$ cat src/rtl/dram_image_pkg.sv
// Shared constants and state encoding for the dramImage access sequencers.
package dram_image_pkg;

  localparam int LANES = 10;
  localparam int AW    = 18;
  localparam int DW    = 16;
  localparam int LIW   = 4;

  typedef enum logic [1:0] {
    ST_IDLE  = 2'd0,
    ST_FILL  = 2'd1,
    ST_WRITE = 2'd2,
    ST_DONE  = 2'd3
  } state_e;

  // Address of lane ofs within a group starting at base; wraps modulo 2^AW.
  function automatic logic [AW-1:0] lane_addr(input logic [AW-1:0] base,
                                              input logic [LIW-1:0] ofs);
    return base + {{(AW-LIW){1'b0}}, ofs};
  endfunction

endpackage

$ cat src/rtl/dram_image_wr_ctrl.sv
// Write sequencer for dramImage: packs a pixel stream into groups of LANES
// and issues one all-lane write per group.
module dram_image_wr_ctrl
  import dram_image_pkg::*;
(
  input  logic                  clk,
  input  logic                  rst_n,
  input  logic                  start,
  input  logic [AW-1:0]         base_addr,
  input  logic [AW:0]           pix_count,
  input  logic                  abort,
  input  logic                  px_valid,
  input  logic [DW-1:0]         px_data,
  output logic                  px_ready,
  output logic                  mem_we,
  output logic [LANES*AW-1:0]   mem_a,
  output logic [LANES*DW-1:0]   mem_wd,
  output logic                  busy,
  output logic                  done
);

  state_e              r_state;
  state_e              w_state_nxt;
  logic [AW-1:0]       r_grp_addr;
  logic [AW:0]         r_remaining;
  logic [LIW-1:0]      r_lane_idx;
  logic [DW-1:0]       r_lane_buf [LANES];

  logic                r_mem_we;
  logic                r_px_ready;
  logic                r_busy;
  logic                r_done;
  logic [LANES*AW-1:0] r_mem_a;
  logic [LANES*DW-1:0] r_mem_wd;

  logic                w_xfer;
  logic                w_last;
  logic [LANES*AW-1:0] w_wr_a;
  logic [LANES*DW-1:0] w_wr_d;

  assign w_xfer = r_px_ready & px_valid;
  assign w_last = w_xfer & ((r_lane_idx == LIW'(LANES-1)) |
                            (r_remaining == {{AW{1'b0}}, 1'b1}));

  // Next-state decision for the job sequencer.
  always_comb begin
    w_state_nxt = r_state;
    case (r_state)
      ST_IDLE: begin
        if (start) begin
          if (pix_count == {(AW+1){1'b0}}) begin
            w_state_nxt = ST_DONE;
          end else begin
            w_state_nxt = ST_FILL;
          end
        end else begin
          w_state_nxt = ST_IDLE;
        end
      end
      ST_FILL: begin
        if (abort) begin
          w_state_nxt = ST_IDLE;
        end else if (w_last) begin
          w_state_nxt = ST_WRITE;
        end else begin
          w_state_nxt = ST_FILL;
        end
      end
      ST_WRITE: begin
        if (abort) begin
          w_state_nxt = ST_IDLE;
        end else if (r_remaining == {(AW+1){1'b0}}) begin
          w_state_nxt = ST_DONE;
        end else begin
          w_state_nxt = ST_FILL;
        end
      end
      ST_DONE: begin
        w_state_nxt = ST_IDLE;
      end
      default: begin
        w_state_nxt = ST_IDLE;
      end
    endcase
  end

  // Lane image for the closing transfer; the incoming pixel is the last filled
  // lane, and every lane beyond it repeats that pixel and its address.
  always_comb begin
    w_wr_a = {(LANES*AW){1'b0}};
    w_wr_d = {(LANES*DW){1'b0}};
    for (int k = 0; k < LANES; k++) begin
      if (LIW'(k) < r_lane_idx) begin
        w_wr_a[AW*k +: AW] = lane_addr(r_grp_addr, LIW'(k));
        w_wr_d[DW*k +: DW] = r_lane_buf[k];
      end else begin
        w_wr_a[AW*k +: AW] = lane_addr(r_grp_addr, r_lane_idx);
        w_wr_d[DW*k +: DW] = px_data;
      end
    end
  end

  // Sequencer state, lane buffer, counters and registered outputs.
  always_ff @(posedge clk or negedge rst_n) begin
    if (!rst_n) begin
      r_state     <= ST_IDLE;
      r_grp_addr  <= {AW{1'b0}};
      r_remaining <= {(AW+1){1'b0}};
      r_lane_idx  <= {LIW{1'b0}};
      for (int k = 0; k < LANES; k++) begin
        r_lane_buf[k] <= {DW{1'b0}};
      end
      r_mem_we    <= 1'b0;
      r_px_ready  <= 1'b0;
      r_busy      <= 1'b0;
      r_done      <= 1'b0;
      r_mem_a     <= {(LANES*AW){1'b0}};
      r_mem_wd    <= {(LANES*DW){1'b0}};
    end else begin
      r_state    <= w_state_nxt;
      r_busy     <= (w_state_nxt != ST_IDLE);
      r_px_ready <= (w_state_nxt == ST_FILL);
      r_mem_we   <= (w_state_nxt == ST_WRITE);
      r_done     <= (w_state_nxt == ST_DONE);
      case (r_state)
        ST_IDLE: begin
          if (start) begin
            r_grp_addr  <= base_addr;
            r_remaining <= pix_count;
            r_lane_idx  <= {LIW{1'b0}};
          end
        end
        ST_FILL: begin
          if (w_xfer && !abort) begin
            r_lane_buf[r_lane_idx] <= px_data;
            r_lane_idx             <= r_lane_idx + LIW'(1);
            r_remaining            <= r_remaining - {{AW{1'b0}}, 1'b1};
            if (w_last) begin
              r_mem_a  <= w_wr_a;
              r_mem_wd <= w_wr_d;
            end
          end
        end
        ST_WRITE: begin
          r_grp_addr <= r_grp_addr + AW'(LANES);
          r_lane_idx <= {LIW{1'b0}};
        end
        ST_DONE: begin
          r_lane_idx <= {LIW{1'b0}};
        end
        default: begin
          r_lane_idx <= {LIW{1'b0}};
        end
      endcase
    end
  end

  assign mem_we   = r_mem_we;
  assign px_ready = r_px_ready;
  assign busy     = r_busy;
  assign done     = r_done;
  assign mem_a    = r_mem_a;
  assign mem_wd   = r_mem_wd;

endmodule

$ cat config.mk
export PLATFORM = sky130hd
export DESIGN_NAME = dram_image_wr_ctrl
export DESIGN_NICKNAME = d
export VERILOG_FILES = /design/src/rtl/dram_image_pkg.sv /design/src/rtl/dram_image_wr_ctrl.sv
export SDC_FILE = /design/constraint.sdc
export NUM_CORES = 1
export LEC_CHECK = 0
export CORE_ASPECT_RATIO = 0.9
export CORE_MARGIN = 2
export CORE_UTILIZATION = 50
export CTS_BUF_LIST = sky130_fd_sc_hd__clkbuf_2 sky130_fd_sc_hd__clkbuf_4 sky130_fd_sc_hd__clkbuf_8
export DETAILED_ROUTE_END_ITERATION = 8
export DONT_BUFFER_PORTS = 1
export PLACE_DENSITY = 0.73
export SYNTH_ARGS = -nofsm -noshare
export SYNTH_HDL_FRONTEND = slang
export SYNTH_SLANG_ARGS = --single-unit
$ cat constraint.sdc
create_clock -name clk -period 2.5 [get_ports clk]
set_input_delay 0.5 -clock clk [delete_from_list [all_inputs] [get_ports clk]]
set_output_delay 0.5 -clock clk [all_outputs]
set_load 0.03 [all_outputs]
## Word-level counts from Yosys, hierarchy flattened

Index checks and enable logic that the tools add are counted.

| operators by class | value |
|---|---|
| eq/ne operators | 10 |
| reduce and logical (&&, ||, !) cells | 15 |
| magnitude comparators | 12 |
| add/sub/neg operators | 13 |
| bitwise operators | 4 |
| mux-type cells | 38 |

Operator list:

| operator | number |
|---|---|
| $mux W18 | 11 |
| $mux W16 | 11 |
| $bwmux W160 | 1 |
| $add A18 B3 Y18 const B | 4 |
| $demux W16 S4 | 1 |
| $add A18 B4 Y18 const B | 3 |
| $logic_not A19 Y1 | 2 |
| $mux W19 | 2 |
| $pmux W19 S2 | 1 |
| $add A18 B2 Y18 const B | 2 |
| $pmux W18 S2 | 1 |
| $eq A19 B1 Y1 const B | 1 |
| $sub A19 B1 Y19 const B | 1 |
| $add A18 B1 Y18 const B | 1 |
| $add A18 B4 Y18 | 1 |
| $lt A3 B4 Y1 const A | 4 |
| $mux W2 | 6 |
| $pmux W4 S3 | 1 |
| $eq A2 B2 Y1 const B | 4 |
| $lt A1 B4 Y1 const A | 2 |
| $lt A2 B4 Y1 const A | 2 |
| $lt A4 B4 Y1 const A | 2 |
| $mux W4 | 2 |
| $pmux W2 S4 | 1 |
| other kinds (16) | 25 |

| word-level totals | value |
|---|---|
| input bits | 58 |
| output and inout port bits | 344 |
| bits in registers | 547 |

## Depth between registers and ports, before layout

Gate-level depths: netlist of run 1.

| depth | value |
|---|---|
| depth in word-level cells | 7 |
| depth in mapped cells | 11 |
| gate-level depth less buffers | 9 |

## Worst setup path after synthesis of run 1

OpenSTA, ideal clock, no wires.

| path | value |
|---|---|
| path type | reg-to-reg |
| start point | reg r_lane_idx[1] |
| end point | reg r_mem_a[156] (netlist: mem_a[156]) |
| data required time | 2.373 ns |
| cell stages (with the launch flop) | 10 |
| data arrival time | 2.334 ns |
| slack | 0.038 ns |
| path through | dfrtp_1 > clkbuf_1 > inv_1 > ha_1 > inv_1 > o21ai_2 > mux2i_1 > or4_1 > xnor2_1 > mux2_1 |

| on the way | value |
|---|---|
| longest elaborated chain between the ends | 4 |
| elaborated cells on any way between the ends | 7 |

RTL lines:

| what | RTL line | text |
|---|---|---|
| start: declaration | dram_image_wr_ctrl.sv:26 | `logic [LIW-1:0] r_lane_idx;` |
| start signal: assignment | dram_image_wr_ctrl.sv:109 | `r_lane_idx <= {LIW{1'b0}};` |
| start signal: assignment | dram_image_wr_ctrl.sv:130 | `r_lane_idx <= {LIW{1'b0}};` |
| start signal: assignment | dram_image_wr_ctrl.sv:136 | `r_lane_idx <= r_lane_idx + LIW'(1);` |
| parallel branches: the longest is 4 deep, another holds $add A18 B4 Y18 | -- |  |
| end signal: assignment | dram_image_wr_ctrl.sv:117 | `r_mem_a <= {(LANES*AW){1'b0}};` |
| end signal: assignment | dram_image_wr_ctrl.sv:139 | `r_mem_a <= w_wr_a;` |
| end: declaration | dram_image_wr_ctrl.sv:33 | `logic [LANES*AW-1:0] r_mem_a;` |

Several ways; the timed one is not identified.
A chain may end at the register's enable or synchronous reset.

## Worst setup path after layout of run 1

| path | value |
|---|---|
| start point | reg r_grp_addr[0] |
| end point | reg r_mem_a[140] (netlist: mem_a[140]) |

| on the way | value |
|---|---|
| longest elaborated chain between the ends | 2 |
| elaborated cells on any way between the ends | 3 |

RTL lines:

| what | RTL line | text |
|---|---|---|
| start: declaration | dram_image_wr_ctrl.sv:24 | `logic [AW-1:0] r_grp_addr;` |
| start signal: assignment | dram_image_wr_ctrl.sv:107 | `r_grp_addr <= {AW{1'b0}};` |
| start signal: assignment | dram_image_wr_ctrl.sv:128 | `r_grp_addr <= base_addr;` |
| start signal: assignment | dram_image_wr_ctrl.sv:145 | `r_grp_addr <= r_grp_addr + AW'(LANES);` |
| $add A18 B4 Y18 or $add A18 B3 Y18 (tied branches) | dram_image_pkg.sv:19 | `return base + {{(AW-LIW){1'b0}}, ofs};` |
| $mux W18 * | dram_image_wr_ctrl.sv:93 | `if (LIW'(k) < r_lane_idx) begin` |

Every way passes the cells marked *; elsewhere a longest branch is shown, timed or not.

==> flow_summary.ini, run 1 <==
[outcome]
outcome = finished with violations
violations = hold timing

[synthesis]
synth_edf_count = 0
syn-num-nets = 2767
syn_area_per_cell_um2 = 9.778
synth_flop_cell = dfrtp_1
synthCells = 2685
yosysWarningCount = 0
ys_ff_latch = 547
ys_async_sr_fraction = 1.000
yosysSeqAreaShare = 0.5214
ys_types = 76
synth_area_um2 = 26250

[setup_path]
cp_max_fo = 16
cp_slowest_stage_delay_ns = 0.35
worst_path_most_repeated_cell = buf_4
setup.worst_path.end_class = flop
critPathSlowestCell = dfrtp_1
cp.required_ns = 3.08
crit_path_start_kind = flop
crit_type = reg -> reg
cp.arrival_ns = 3.02
cp_cell_sequence = buf_4, inv_1, ha_1, nor2b_1, nor3_1, a21oi_1, buf_4, nand2_1, xnor2_1, mux2_2

[timing]
fin_tns_setup_ns = 0
min_period_ns = 2.440
setup_viol = 0
final.period_utilization = 0.9760
holdWs_ns = -0.4657
skew_ns = 0.02445
report.final.hold_viol_count = 547
relSlewSlack = 0.009901
rsz0062_at_grt = true
max_slew.worst_pin.slew_ns = 1.485
drv_slew = 0
max_freq_mhz = 409.8

[final_layout]
final_cell_mix = dfrtp_1, nand2_1, nor2_1
n_fill_cell = 4428
drive_above_1_share = 0.1851
areaGrowthSynthToFinish_pct = 13.84
final_core_util = 0.5770
fin_nets = 2837
fin_area_um2 = 29880
final_common_cell = dfrtp_1

[floorplanning]
num_rows = 79
start_util = 0.5069
die_x_um = 245.5
coreArea_um2 = 51790
die_h_um = 221.4
io_pins = 402
die_area_um2 = 54360

[route]
post_drt_wl_per_cell_um = 24.34
viasPerCell = 5.929
wirelength_mm = 85.56
first_pass_iters = 6
drc = 0
ant_nets = 0
detail_route.iter0.violations = 2308
vias = 20850

[power_and_ir_drop]
netSwitchingPower_mw = 7.117
internal_power_mw = 15.89
powerDensity_nw_per_um2 = 769.9
switching_share = 0.3093
p_leak_nw = 14.09
ir_worst_vdd_mv = 0.5763
power_frac_comb = 0.197
clockPowerShare = 0.367
p_seq_frac = 0.435
finalPower_mw = 23.01

[global_route]
grtUsageTotal = 0.3142
grt_max_degree = 548
grt_pass1_vias = 20360
overflow = 0
use_met3 = 0.1045
antenna_found_initial = 6
grt_pass1_wl_mm = 129.6
grt_use_met1 = 0.4409
busiest_layer = met2
met2_usage = 0.4593

[clock_network]
cts-root-buf = clkbuf_8
clkTransAtPathRegs_ns = 0.06
htreeDepth = 3
numCtsBuffers = 90
clkSinkCount = 547
clk_latency_ns = 0.71
tritoncts = done
cts_hold_buf = 44
cts_buffer_depth = 3

[hold_path]
hp-class = in -> async

[place]
io_buffer_count = 0
dp_hpwl_mm = 58.49
placed_area_um2 = 27360
place.gp.congestion = 0.9662

[flow_run]
cap_violations = 0
==> per-stage QoR <==
stage / cells / worst slack (ns)
floorplan: 2685 / 0.03824
global placement: 3305 / 0.06298
detailed placement: 3305 / -0.01962
CTS: 3511 / 0.009359
global route: 3516 / -0.02123
finish: 3516 / 0.06003
==> critical path: cells and delay by family, from the launching register on <==
kind                     cells  cell delay, ns
adder cells (fa/ha/maj)      1            0.28
buffers and inverters        3            0.72
AO/OA/AOI/OAI                1            0.22
XOR/XNOR                     1            0.15
flip-flops                   1            0.35
multiplexers                 1            0.26
AND/OR/NAND/NOR              3            0.35
==> Yosys cell counts, drive strengths merged (6+ instances only) <==
cell type | n | area, µm²
a21o | 6 | 45.04
a21oi | 173 | 877.1
a22oi | 6 | 45.04
a31oi | 114 | 713.2
and2 | 6 | 37.54
and3 | 8 | 50.05
buf | 110 | 732.0
clkbuf | 116 | 440.4
dfrtp | 547 | 13690
ha | 23 | 287.8
inv | 15 | 61.31
mux2 | 167 | 1881
mux2i | 73 | 730.7
nand2 | 452 | 1724
nand3 | 36 | 180.2
nand4 | 18 | 131.4
nor2 | 334 | 1256
nor2b | 6 | 37.54
nor3 | 37 | 229.0
nor4 | 9 | 62.56
o21ai | 176 | 888.4
o221ai | 12 | 105.1
o22ai | 15 | 93.84
o311ai | 6 | 52.55
or3 | 7 | 43.79
xnor2 | 98 | 858.3
xor2 | 56 | 490.5
==> per-layer routing <==
layer | vias to the layer above | share of wire
li1 | 9328 | -
met1 | 10380 | 0.42
met2 | 976 | 0.44
met3 | 165 | 0.11
met4 | 4 | 0.030
met5 | - | 0.00025
==> area by class of cell <==
| class | instances | area [µm²] | share of cell area |
|---|---|---|---|
| clock inverters | 15 | 153.9 | 0.005150 |
| well taps | 688 | 860.8 | 0.02880 |
| repair buffers | 204 | 1838 | 0.06150 |
| flip-flops and latches | 547 | 13690 | 0.4581 |
| diodes | 3 | 7.507 | 0.0002512 |
| clock buffers | 147 | 1804 | 0.06037 |
| multi-input cells | 1895 | 11450 | 0.3832 |
| inverters | 17 | 80.08 | 0.002680 |
==> power groups by stage <==
stage               registers, mW  logic [mW]  clock network (mW)
floorplan                    9.97        2.75                   0
global placement             10.1        4.09                   0
detailed placement           10.1        4.18                   0
CTS                          9.99        4.37                8.59
global route                 10.1        4.85                9.04
finish                       10.0        4.54                8.45
==> path summary, 6_finish.rpt <==
check / from / to / slack (ns) / cells after the start
worst max-delay path: r_grp_addr[0]$_DFFE_PN0P_ / mem_a[140]$_DFFE_PN0P_ / 0.06 / 10
worst min-delay path: rst_n / r_remaining[10]$_DFFE_PN0P_ / -0.47 / 0
worst max register to register: r_grp_addr[0]$_DFFE_PN0P_ / mem_a[140]$_DFFE_PN0P_ / 0.06 / 10
worst min register to register: r_lane_buf[89]$_DFFE_PN0P_ / r_lane_buf[89]$_DFFE_PN0P_ / 0.49 / 1
max in group asynchronous: rst_n / mem_a[75]$_DFFE_PN0P_ / 1.80 / 0
min in group clk: start / r_grp_addr[10]$_DFFE_PN0P_ / 0.06 / 3
==> sequential cells by signal, indices dropped and copies added (netlist names) <==
signal       flops
r_state          2
r_grp_addr      18
r_lane_buf     160
mem_a          180
r_lane_idx       4
px_ready         1
mem_we           1
busy             1
done             1
mem_wd         160
r_remaining     19
==> cells by family (layout without fill, tap and decap cells) <==
kind of cell	count (synthesis)	count (layout)	share of synthesized area
compound gates	546	546	0.1207
xor+xnor	154	154	0.05138
fa+ha+maj	24	24	0.01172
buf+inv	243	383	0.04728
flops	547	547	0.5214
mux	240	240	0.09947
other cells	0	3	0
simple gates	931	931	0.1480
==> repair_timing <==
| item | 4_1_cts | 5_1_grt |
|---|---|---|
| gates resized for setup | 1 | 21 |
| gates cloned | 0 | 0 |
| setup buffers | 0 | 2 |
| pin swaps | 0 | 1 |
| endpoints found under the setup margin | 2 | 72 |
| hold endpoints to repair | 885 | 547 |
Note: power is estimated with default switching activity, not from simulation.
==> inputs of run 2 (changes only) <==
- PLACE_DENSITY: 0.73 -> 0.7
- SLEW_MARGIN: not set -> 40
- clock period: 2.5 -> 3.1 ns (I/O delays scaled with it)
==> flow_summary.ini, run 2 (synthesized netlist as in run 1, its figures left out) <==
[clock_network]
cts-root-buf = clkbuf_8
postCtsSetupBuffers = 0
clkTransAtPathRegs_ns = 0.07
tritoncts = done
cts_resized = 0
clk_latency_ns = 0.70
htreeDepth = 3
numCtsBuffers = 90
cts_buffer_depth = 3
clkSinkCount = 547

[floorplanning]
die_area_um2 = 54360
start_util = 0.5069
coreArea_um2 = 51790
io_pins = 402
die_h_um = 221.4
num_rows = 79
die_x_um = 245.5

[global_route]
grt_max_degree = 548
grtUsageTotal = 0.2999
overflow = 0
use_met3 = 0.1219
busiest_layer = met2
grt_pass1_wl_mm = 124.0
met2_usage = 0.4265
grt_pass1_vias = 19810
antenna_found_initial = 2
grt_use_met1 = 0.4110

[timing]
setup_slack_ns = 0.1782
setup_viol = 0
min_period_ns = 2.922
relSlewSlack = 0.4880
max_freq_mhz = 342.3
report.final.hold_viol_count = 0
rsz0062_at_grt = false
drv_slew = 0
fin_tns_setup_ns = 0
final.period_utilization = 0.9425
max_slew.worst_pin.slew_ns = 0.7642
skew_ns = 0.03318

[route]
vias = 20370
detail_route.iter0.violations = 1954
ant_nets = 0
post_drt_wl_per_cell_um = 24.08
wirelength_mm = 82.18
viasPerCell = 5.968
first_pass_iters = 6
drc = 0

[setup_path]
cp.required_ns = 3.65
r2r_end = mem_a[49]$_DFFE_PN0P_
crit_path_start_kind = flop
cp_max_fo = 14
cp.arrival_ns = 3.47
regToRegStartpoint = r_grp_addr[4]$_DFFE_PN0P_
worst_r2r_path_depth = 6
setup.worst_path.end_class = flop
crit_type = reg -> reg
rrSetupSlack_ns = 0.18

[outcome]
outcome = completed

[power_and_ir_drop]
ir_worst_vdd_mv = 0.3977
powerDensity_nw_per_um2 = 632.1
finalPower_mw = 18.28
p_leak_nw = 13.61

[place]
post-place-ws_ns = 0.2797
io_buffer_count = 0
dp_hpwl_mm = 57.00
place.gp.congestion = 0.9421

[final_layout]
fin_nets = 2739
areaGrowthSynthToFinish_pct = 10.14
drive_above_1_share = 0.1653
largest_reg_flops = 180
final_common_cell = dfrtp_1
seqCellArea_um2 = 13690
final_cell_mix = dfrtp_1, nand2_1, nor2_1
n_fill_cell = 4474
multiInputGateArea_um2 = 11390

[hold_path]
min_to = r_grp_addr[8]$_DFFE_PN0P_
hp-class = in -> reg
hp-start = base_addr[8]
whs_path_depth = 2

[flow_run]
cap_violations = 0
## run 2: worst max path at each step
stage                                  end  slack, ns                 startpoint  depth (start not counted)
finish               mem_a[49]$_DFFE_PN0P_       0.18  r_grp_addr[4]$_DFFE_PN0P_                          6
global route         mem_a[49]$_DFFE_PN0P_       0.04  r_grp_addr[4]$_DFFE_PN0P_                          6
CTS                 mem_a[156]$_DFFE_PN0P_       0.27  r_lane_idx[0]$_DFFE_PN0P_                          9
detailed placement  mem_a[156]$_DFFE_PN0P_       0.28  r_lane_idx[0]$_DFFE_PN0P_                          9
global placement    mem_a[156]$_DFFE_PN0P_       0.30  r_lane_idx[0]$_DFFE_PN0P_                          9
floorplan           mem_a[156]$_DFFE_PN0P_       0.64  r_lane_idx[1]$_DFFE_PN0P_                          9
## run 2: per-layer routing
layer	wire length [µm]	part of all wire
met4	2876	0.035
met5	10	0.00012
met1	33980	0.41
met3	9766	0.12
met2	35550	0.43
## run 2: where the power goes
part	total, mW	switching (mW)	internal [mW]
clock network	6.71	2.99	3.71
registers	8.11	0.488	7.62
logic	3.46	2.22	1.24
total	18.3	5.70	12.6
## run 2: critical path, stage by stage (launching register included)
cell	delay (ns)
dfrtp_1	0.72
ha_1	0.67
nand2_1	0.50
nor2_1	0.42
nand2_1	0.11
xor2_1	0.20
o221ai_1	0.13
## run 2: cell type report
class	count	area share
timing repair buffer	106	0.03367
sequential	547	0.4734
clock inverter	16	0.005452
antenna	2	0.0001731
tap	688	0.02977
multi-input combinational	1895	0.3940
inverter	17	0.002640
clock buffer	142	0.06088
## run 2: per-stage QoR
stage | std cells | hold WS (ns) | instance area, µm² | utilization
3_3_place_gp | 3247 | 0.3535 | 26830 | 0.5179
2_1_floorplan | 2685 | 0.3244 | 26250 | -
3_5_place_dp | 3247 | 0.3501 | 26840 | 0.5181
6_report | 3413 | 0.06097 | 28920 | 0.5583
4_1_cts | 3405 | -0.4004 | 28760 | 0.5552
5_1_grt | 3412 | 0.02205 | 28910 | 0.5582
